<file path="src/rtl/keypad_scanner_pkg.sv">
// ============================================================================
// Module  : kypd_pkg
// Brief   : Shared types and constants for the 4x4 matrix keypad scanner:
//           FSM state encoding, key code map and row-priority helper.
// Revision: 1.0 - initial release
// ============================================================================
`default_nettype none

package kypd_pkg;

  localparam int ROWS = 4;
  localparam int COLS = 4;

  typedef enum logic [1:0] {
    SCAN     = 2'd0,
    DEBOUNCE = 2'd1,
    HELD     = 2'd2,
    RELEASE  = 2'd3
  } kp_state_e;

  // Entry {row,col} lives in nibble row*4+col; listed from r3c3 down to r0c0.
  //   r0: 1 2 3 A | r1: 4 5 6 B | r2: 7 8 9 C | r3: 0 F E D
  localparam logic [63:0] KEY_MAP = 64'hDEF0_C987_B654_A321;

  function automatic logic [3:0] key_lookup(input logic [1:0] row, input logic [1:0] col);
    logic [5:0] base;
    base = {row, col, 2'b00};
    return KEY_MAP[base +: 4];
  endfunction

  // Lowest-index low row wins; only called when at least one row is low.
  function automatic logic [1:0] first_low(input logic [3:0] row);
    if (!row[0])      return 2'd0;
    else if (!row[1]) return 2'd1;
    else if (!row[2]) return 2'd2;
    else              return 2'd3;
  endfunction

endpackage

`default_nettype wire

</file>
<file path="src/rtl/keypad_scanner_if.sv">
// ============================================================================
// Module  : keypad_scanner_if
// Brief   : Keypad pin bundle (ROW/COL) plus decoded key outputs.
//           master = scanner side, slave = keypad/consumer side.
// Revision: 1.0 - initial release
// ============================================================================
`default_nettype none

interface keypad_scanner_if;
  logic [3:0] ROW;
  logic [3:0] COL;
  logic [3:0] key_code;
  logic       key_valid;
  logic       key_held;

  modport master (
    input  ROW,
    output COL,
    output key_code,
    output key_valid,
    output key_held
  );

  modport slave (
    output ROW,
    input  COL,
    input  key_code,
    input  key_valid,
    input  key_held
  );
endinterface

`default_nettype wire

</file>
<file path="src/rtl/keypad_scanner_sync.sv">
// ============================================================================
// Module  : sync_2ff
// Brief   : Parameterised two-flop synchroniser for asynchronous pin inputs.
// Revision: 1.0 - initial release
// ============================================================================
`default_nettype none

module sync_2ff #(
  parameter int               WIDTH     = 4,
  parameter logic [WIDTH-1:0] RESET_VAL = '1
) (
  input  logic             clk,
  input  logic             rst_n,
  input  logic [WIDTH-1:0] d_i,
  output logic [WIDTH-1:0] q_o
);

  logic [WIDTH-1:0] meta_q;
  logic [WIDTH-1:0] sync_q;

  // Two back-to-back flops give metastability a full cycle to resolve.
  always_ff @(posedge clk or negedge rst_n) begin
    if (!rst_n) begin
      meta_q <= RESET_VAL;
      sync_q <= RESET_VAL;
    end else begin
      meta_q <= d_i;
      sync_q <= meta_q;
    end
  end

  assign q_o = sync_q;

endmodule

`default_nettype wire

</file>
<file path="src/rtl/keypad_scanner.sv">
// ============================================================================
// Module  : keypad_scanner
// Brief   : 4x4 matrix keypad scanner. Walks one active-low column per scan
//           tick, debounces the synchronised rows and emits one key_valid
//           pulse with the key code per press.
// Revision: 1.0 - initial release
// ============================================================================
`default_nettype none

module keypad_scanner
  import kypd_pkg::*;
#(
  parameter int SCAN_DIV       = 50000,
  parameter int DEBOUNCE_SCANS = 4
) (
  input  logic              clk,
  input  logic              rst_n,
  keypad_scanner_if.master  kp
);

  localparam int DIV_W = (SCAN_DIV > 1) ? $clog2(SCAN_DIV) : 1;
  localparam int DEB_W = $clog2(DEBOUNCE_SCANS + 1);
  localparam logic [DIV_W-1:0] DIV_LAST = DIV_W'(SCAN_DIV - 1);
  localparam logic [DEB_W-1:0] DEB_LAST = DEB_W'(DEBOUNCE_SCANS);
  localparam logic [DEB_W-1:0] DEB_ONE  = DEB_W'(1);

  logic [3:0]       row_s;
  logic [DIV_W-1:0] div_cnt_q;
  logic             w_tick;
  kp_state_e        state_q,     state_d;
  logic [1:0]       col_idx_q,   col_idx_d;
  logic [1:0]       row_idx_q,   row_idx_d;
  logic [DEB_W-1:0] deb_cnt_q,   deb_cnt_d;
  logic [3:0]       key_code_q,  key_code_d;
  logic             key_valid_q, key_valid_d;
  logic             key_held_q,  key_held_d;
  logic             w_row_lvl;
  logic [DEB_W-1:0] w_deb_inc;

  sync_2ff #(
    .WIDTH     (ROWS),
    .RESET_VAL (4'hF)
  ) u_row_sync (
    .clk   (clk),
    .rst_n (rst_n),
    .d_i   (kp.ROW),
    .q_o   (row_s)
  );

  assign w_tick    = (div_cnt_q == DIV_LAST);
  assign w_row_lvl = row_s[row_idx_q];
  assign w_deb_inc = deb_cnt_q + DEB_ONE;

  // Free-running scan divider; wraps on the tick cycle.
  always_ff @(posedge clk or negedge rst_n) begin
    if (!rst_n)      div_cnt_q <= '0;
    else if (w_tick) div_cnt_q <= '0;
    else             div_cnt_q <= div_cnt_q + DIV_W'(1);
  end

  // FSM state and output registers.
  always_ff @(posedge clk or negedge rst_n) begin
    if (!rst_n) begin
      state_q     <= SCAN;
      col_idx_q   <= 2'd0;
      row_idx_q   <= 2'd0;
      deb_cnt_q   <= '0;
      key_code_q  <= 4'h0;
      key_valid_q <= 1'b0;
      key_held_q  <= 1'b0;
    end else begin
      state_q     <= state_d;
      col_idx_q   <= col_idx_d;
      row_idx_q   <= row_idx_d;
      deb_cnt_q   <= deb_cnt_d;
      key_code_q  <= key_code_d;
      key_valid_q <= key_valid_d;
      key_held_q  <= key_held_d;
    end
  end

  // Next-state logic; everything advances only on a scan tick.
  always_comb begin
    state_d     = state_q;
    col_idx_d   = col_idx_q;
    row_idx_d   = row_idx_q;
    deb_cnt_d   = deb_cnt_q;
    key_code_d  = key_code_q;
    key_valid_d = 1'b0;
    key_held_d  = key_held_q;
    if (w_tick) begin
      case (state_q)
        SCAN: begin
          if (row_s == 4'hF) begin
            col_idx_d = col_idx_q + 2'd1;
          end else begin
            row_idx_d = first_low(row_s);
            deb_cnt_d = DEB_ONE;
            if (DEB_LAST == DEB_ONE) begin
              // Single-sample debounce: the detecting tick is also the accept.
              key_code_d  = key_lookup(first_low(row_s), col_idx_q);
              key_valid_d = 1'b1;
              key_held_d  = 1'b1;
              state_d     = HELD;
            end else begin
              state_d = DEBOUNCE;
            end
          end
        end
        DEBOUNCE: begin
          if (!w_row_lvl) begin
            deb_cnt_d = w_deb_inc;
            if (w_deb_inc == DEB_LAST) begin
              key_code_d  = key_lookup(row_idx_q, col_idx_q);
              key_valid_d = 1'b1;
              key_held_d  = 1'b1;
              state_d     = HELD;
            end
          end else begin
            state_d   = SCAN;
            col_idx_d = col_idx_q + 2'd1;
          end
        end
        HELD: begin
          if (w_row_lvl) begin
            deb_cnt_d = DEB_ONE;
            if (DEB_LAST == DEB_ONE) begin
              key_held_d = 1'b0;
              state_d    = SCAN;
              col_idx_d  = col_idx_q + 2'd1;
            end else begin
              state_d = RELEASE;
            end
          end
        end
        RELEASE: begin
          if (w_row_lvl) begin
            deb_cnt_d = w_deb_inc;
            if (w_deb_inc == DEB_LAST) begin
              key_held_d = 1'b0;
              state_d    = SCAN;
              col_idx_d  = col_idx_q + 2'd1;
            end
          end else begin
            state_d = HELD;
          end
        end
        default: state_d = SCAN;
      endcase
    end
  end

  assign kp.COL       = ~(4'b0001 << col_idx_q);
  assign kp.key_code  = key_code_q;
  assign kp.key_valid = key_valid_q;
  assign kp.key_held  = key_held_q;

endmodule

`default_nettype wire

</file>
<file path="src/flat_wrapper.sv">
// flat-port wrapper written by rule: the top's interface ports become plain ports
module keypad_scanner_flat import kypd_pkg::*;
#(
  parameter int SCAN_DIV       = 50000,
  parameter int DEBOUNCE_SCANS = 4
)
  (clk, rst_n, kp_ROW, kp_COL, kp_key_code, kp_key_valid, kp_key_held);
  keypad_scanner_if kp_i ();
  input  logic clk;
  input  logic rst_n;
  input wire logic [$bits(kp_i.ROW)-1:0] kp_ROW;
  output wire logic [$bits(kp_i.COL)-1:0] kp_COL;
  output wire logic [$bits(kp_i.key_code)-1:0] kp_key_code;
  output wire logic [$bits(kp_i.key_valid)-1:0] kp_key_valid;
  output wire logic [$bits(kp_i.key_held)-1:0] kp_key_held;
  assign kp_i.ROW = kp_ROW;
  assign kp_COL = kp_i.COL;
  assign kp_key_code = kp_i.key_code;
  assign kp_key_valid = kp_i.key_valid;
  assign kp_key_held = kp_i.key_held;
  keypad_scanner #(.SCAN_DIV(SCAN_DIV), .DEBOUNCE_SCANS(DEBOUNCE_SCANS)) u_core (.clk(clk), .rst_n(rst_n), .kp(kp_i));
endmodule
</file>
<file path="config.mk">
export PLATFORM = sky130hd
export DESIGN_NAME = keypad_scanner_flat
export DESIGN_NICKNAME = d
export VERILOG_FILES = /design/src/rtl/keypad_scanner_pkg.sv /design/src/rtl/keypad_scanner_if.sv /design/src/rtl/keypad_scanner_sync.sv /design/src/rtl/keypad_scanner.sv /design/src/flat_wrapper.sv
export SDC_FILE = /design/constraint.sdc
export NUM_CORES = 1
export LEC_CHECK = 0
export CORE_ASPECT_RATIO = 0.75
export CORE_UTILIZATION = 40
export CTS_CLUSTER_SIZE = 8
export DETAILED_ROUTE_END_ITERATION = 16
export PLACE_DENSITY = 0.67
export SYNTH_ARGS = -nofsm -noshare
export SYNTH_HDL_FRONTEND = slang
export SYNTH_HIERARCHICAL = 1
export SYNTH_SLANG_ARGS = --single-unit
export TNS_END_PERCENT = 30
</file>
<file path="constraint.sdc">
create_clock -name clk -period 2.2 [get_ports clk]
set_clock_uncertainty 0.2 [all_clocks]
set_input_delay 0.44 -clock clk [delete_from_list [all_inputs] [get_ports clk]]
set_output_delay 0.44 -clock clk [all_outputs]
set_load 0.005 [all_outputs]
</file>
After elaboration in Yosys (flattened, before gate mapping)
Index checks and enable logic that the tools add are counted.
{"block": "word_totals", "register_bits": 39, "latchBits": 0, "ramBits": 0, "romBits": 0, "inputBits": 6, "output_inout_bits": 10, "wordCells": 76, "n_memories": 0}
{"block": "op_classes", "n_addsub": 3, "mul": 0, "n_div": 0, "order_cmp": 1, "n_eq_ne": 16, "shifts": 2, "muxes": 32, "bitwise_logic": 3, "n_reduce_logical": 9}
{"operator": "$shiftx 64x7->4 const A", "count": 1}
{"operator": "$mux 2", "count": 12}
{"operator": "$add 16x1->16 const B", "count": 1}
{"operator": "$eq 16x16->1 const B", "count": 1}
{"operator": "$mux 16", "count": 1}
{"operator": "$mux 3", "count": 4}
{"operator": "$ne 2x1->1 const B", "count": 6}
{"operator": "$pmux 3 s4", "count": 1}
{"operator": "$reduce_and 6->1", "count": 2}
{"operator": "$mux 1", "count": 10}
{"operator": "$reduce_and 5->1", "count": 2}
{"operator": "$pmux 2 s4", "count": 1}
{"operator": "$pmux 2 s3", "count": 1}
{"operator": "$eq 2x2->1 const B", "count": 2}
{"operator": "$eq 4x4->1 const B", "count": 1}
{"operator": "$ne 2x2->1 const B", "count": 2}
{"operator": "$not 4->4", "count": 1}
{"operator": "$reduce_and 4->1", "count": 1}
{"operator": "$shl 1x2->4 const A", "count": 1}
{"operator": "$add 3x1->3 const B", "count": 1}
{"operator": "$eq 3x3->1 const B", "count": 1}
{"operator": "$lt 2x3->1 const B", "count": 1}
{"operator": "$ne 3x1->1 const B", "count": 1}
{"operator": "$ne 3x3->1 const B", "count": 1}
{"operator": "9 further kinds", "count": 10}

Depth between registers and ports, before layout
{"block": "logic_depth", "ltp_word": 6, "mapped_depth": 7, "depth_no_buf": 6}

Modules after synthesis
The synthesis kept the hierarchy.
{"module": "keypad_scanner", "instances": 1, "cells_each": 168, "area_per_inst_um2": 1704.1, "seq_area_each_um2": 775.7}
{"module": "sync_2ff", "instances": 1, "cells_each": 8, "area_per_inst_um2": 210.2, "seq_area_each_um2": 210.2}

Least setup slack after synthesis
No wires, ideal clock.
{"block": "synth_path", "kind": "register to register", "start": "register u_core.row_idx_q[1]", "end": "register u_core.key_code_q[0] (netlist: u_core/kp.key_code[0])", "setup_time_ps": 125, "arrival_time_ps": 1705, "required_time_ps": 1875, "path_slack_ps": 170, "stages_incl_launch_ff": 5, "path_buffers": 1, "synth_period_minus_slack_ps": 2030, "cell_sequence": "dfrtp_1 mux4_2 buf_4 nor3_4 mux2_2"}
{"block": "synth_between", "elab_chain_len": 4, "elab_cells_between_ends": 5, "classes_between": "shift (1); mux (2); bitwise (1); reduce/logical (1)"}
{"element": "start: declaration", "line": "keypad_scanner.sv:32", "rtl": "logic [1:0] row_idx_q, row_idx_d;"}
{"element": "start signal: assignment", "line": "keypad_scanner.sv:74", "rtl": "row_idx_q <= row_idx_d;"}
{"element": "branches (longest 4 deep; another with $shiftx 64x7->4)"}
{"element": "end signal: assignment", "line": "keypad_scanner.sv:76", "rtl": "key_code_q <= key_code_d;"}
{"element": "end: declaration", "line": "keypad_scanner.sv:34", "rtl": "logic [3:0] key_code_q, key_code_d;"}
Parallel ways; which one is timed is not known. The select of a mux whose other input is x is not followed.
A chain may end at the register's enable or synchronous reset.

Worst setup path after layout
{"block": "layout_path", "start": "register u_core.col_idx_q[0]", "end": "output port kp_COL[0]"}
{"block": "layout_between", "elab_chain_len": 2}
{"element": "start: declaration", "line": "keypad_scanner.sv:31", "rtl": "logic [1:0] col_idx_q, col_idx_d;"}
{"element": "start signal: assignment", "line": "keypad_scanner.sv:73", "rtl": "col_idx_q <= col_idx_d;"}
{"element": "$shl 1x2->4", "line": "keypad_scanner.sv:153", "rtl": "assign kp.COL = ~(4'b0001 << col_idx_q);"}
{"element": "$not 4->4", "line": "keypad_scanner.sv:153"}
{"element": "end: declaration", "line": "flat_wrapper.sv:12", "rtl": "output wire logic [$bits(kp_i.COL)-1:0] kp_COL;"}
No other way between the ends.

==> flow_metrics.env <==
export IMPL_outcome="complete, no violations"
export IMPL_synthFlopType="dfrtp_1"
export IMPL_dp_hpwl_um=2432
export IMPL_worst_skew_pair_late_latency_ps=290
export IMPL_drt_iter0_markers=62
export IMPL_post_route_period_util=0.9615
export IMPL_io_buffers=15
export IMPL_area_growth_pct=25.95
export IMPL_power_density_mw_per_mm2=563.3
export IMPL_worstHoldStart="u_core/u_row_sync/meta_q[1]"
export IMPL_drtPass1Iterations=4
export IMPL_cp_slowest_cell="clkdlybuf4s50_1"
export IMPL_max_freq_mhz=472.7
export IMPL_cp_slowest_stage_delay_ps=490
export IMPL_worstSetupStartpoint="u_core/col_idx_q[0]"
export IMPL_ant_nets=0
export IMPL_slew_violations=0
export IMPL_setup_ws_ps=84.63
export IMPL_cts_tree="done"
export IMPL_layout_commonest_cell="dfrtp_1"
export IMPL_netlist_instances=176
export IMPL_cts_buffers=5
export IMPL_cts_buffer_depth=2
export IMPL_grt_overflow=0
export IMPL_core_area_mm2=0.004519
export IMPL_route_detailed_drc=0
export IMPL_clkTransAtPathRegs_ps=80
export IMPL_viasPerCell=5.111
export IMPL_rr_endpoint="u_core/kp.key_code[2]"
export IMPL_syn_cell_area_mm2=0.001914
export IMPL_leakage_nw=1.108
export IMPL_synth_cell_types=44
export IMPL_io_pins=16
export IMPL_synth_seq_cells=39
export IMPL_clkSinkCount=39
export IMPL_cp_end_kind="output pin"
export IMPL_yosys_area_top_type_share=0.4052
export IMPL_grt_antenna_before_repair=0
export IMPL_power_total_mw=1.358
export IMPL_grt_pass1_wl_um=5858
export IMPL_synth_area_top_cells="dfrtp_1, dfstp_2, ha_1, xor2_1, nand3_1"
export IMPL_rrSetupSlack_ps=90
export IMPL_synthArstFlopShare=1.000
export IMPL_cp_max_fo=4
export IMPL_synth_net_count=190
export IMPL_grt_usage=0.1641
export IMPL_synth_edf_count=0
export IMPL_wl_per_cell_um=12.99
export IMPL_crit_chain="inv_2, ha_4, inv_1, clkdlybuf4s50_1"
export IMPL_final_cell_mix="dfrtp_1, nor2_1, buf_4, nand3_1"
export IMPL_n_antenna_cell=0
export IMPL_ys_seq_area_frac=0.5150
export IMPL_first_global_vias=1257
export IMPL_cp_endpoint="kp_COL[0]"
export IMPL_die_area_mm2=0.005069
export IMPL_r2r_cells=5
export IMPL_cts_root_buf="clkbuf_8"
export IMPL_h_tree_depth=2
export IMPL_rsz0062_at_grt="true"
export IMPL_wirelength_um=3507
export IMPL_peakVddDrop_mv=0.3793
export IMPL_worstMarginPinSlew_ps=471.1
export IMPL_die_y_um=61.91
export IMPL_hp_class="flop to flop"
export IMPL_drive_gt1_frac=0.2394
export IMPL_cp_required_ps=1560
export IMPL_cp_arrival_ps=1480
export IMPL_post_route_util=0.5335
export IMPL_multiInputGateArea_um2=878.3
export IMPL_hold_viol_final=0
export IMPL_postSynthAreaPerCell_um2=10.88
export IMPL_fp_row_count=21
export IMPL_fin_nets=226
export IMPL_grt_max_degree=40
export IMPL_finalCriticalPeriod_ps=2115
export IMPL_regToRegStartpoint="u_core/div_cnt_q[13]"
export IMPL_regArea_um2=987.2
export IMPL_gp_congestion=0.7698
export IMPL_synth_top_area_cell="dfrtp_1"
export IMPL_maxSlewHeadroom=0.6859
export IMPL_via_count=1380
export IMPL_dieWidth_um=81.88
export IMPL_setup_violations=0
export IMPL_nFillCells=411
export IMPL_drv_cap=0
export IMPL_crit_path_start_kind="flop"
export IMPL_crit_type="flop to output pin"
export IMPL_yosysWarnings=6
export IMPL_start_util=0.4236
export IMPL_pre_cts_ws_ps=60.86
stage by stage:
| stage | TNS, ps | hold slack (ps) | area, µm² | instances |
|---|---|---|---|---|
| finish | 0 | 153.3 | 2411 | 270 |
| global route | -19.24 | 156.0 | 2411 | 270 |
| global placement | 0 | 145.9 | 2202 | 255 |
| detailed placement | 0 | 146.8 | 2202 | 255 |
| floorplan | 0 | -55.59 | 1914 | 176 |
| CTS | -6.192 | 152.3 | 2333 | 265 |
worst min-delay path by stage:
| stage | to | slack (ps) | cells after the start |
|---|---|---|---|
| global route | u_core/u_row_sync/q_o[1] | 160 | 0 |
| detailed placement | u_core/u_row_sync/q_o[3] | 150 | 0 |
| global placement | u_core/u_row_sync/q_o[0] | 150 | 0 |
| finish | u_core/u_row_sync/q_o[1] | 150 | 0 |
| floorplan | asynchronous set/reset pin | -60 | 0 |
| CTS | u_core/u_row_sync/q_o[1] | 150 | 0 |
power breakdown:
group | total (mW) | switching (mW) | internal [mW] | leakage, nW
Clock | 0.590 | 0.252 | 0.337 | 0.0581
Combinational | 0.0348 | 0.0214 | 0.0134 | 0.549
Sequential | 0.734 | 0.00385 | 0.730 | 0.501
sequential cells by signal, indices dropped and copies added, names as in the netlist, named ones only:
name	flops
u_core/col_idx_q	2
u_core/deb_cnt_q	3
u_core/div_cnt_q	16
u_core/kp.key_code	4
u_core/kp.key_held	1
u_core/kp.key_valid	1
u_core/row_idx_q	2
u_core/state_q	1
u_core/u_row_sync/meta_q	4
u_core/u_row_sync/q_o	4
critical path, delay by kind of cell (launching register included):
kind	cells	cell delay, ps
adder cells (fa/ha/maj)	1	180
buffers and inverters	3	630
flip-flops	1	390
cell families after synthesis:
logic type	synth area share
compound gates	0.07778
xor+xnor	0.07320
fa+ha+maj	0.05229
buf+inv	0.03791
flops	0.5150
mux	0.05163
simple gates	0.1922
layer usage:
layer	global-route usage	share of wire	vias up
met5	0	0	-
met1	0.2368	0.54	670
met2	0.2231	0.41	18
met4	0.08271	0.018	0
met3	0.04818	0.035	8
li1	-	-	684
cell usage after synthesis, types with 2 or more instances:
cell	count
dfrtp_1	31
nor2_1	16
nand3_1	15
nand2_1	11
inv_1	10
xor2_1	10
dfstp_2	8
ha_1	8
and3_1	7
o21ai_0	6
xnor2_1	6
mux2_2	4
a21oi_1	3
nand2b_1	3
nand4_1	3
a211oi_1	2
and2_1	2
clkbuf_1	2
mux2i_1	2
nor3_1	2
o211ai_1	2
area by class of cell:
| class | instances | share of cell area |
|---|---|---|
| Inverter | 11 | 0.01713 |
| Tap cell | 57 | 0.02958 |
| Clock buffer | 5 | 0.02854 |
| Clock inverter | 3 | 0.01816 |
| Multi-Input combinational cell | 121 | 0.3643 |
| Timing Repair Buffer | 34 | 0.1328 |
| Sequential cell | 39 | 0.4094 |
timing repair:
action,4_1_cts,5_1_grt
buffers inserted,1,4
hold endpoints to repair,8,0
resized for setup,4,7
hold buffers,1,0
endpoints found under the setup margin,3,8
pin swaps,0,4
cloned,0,1
(Power assumes the default switching activity.)
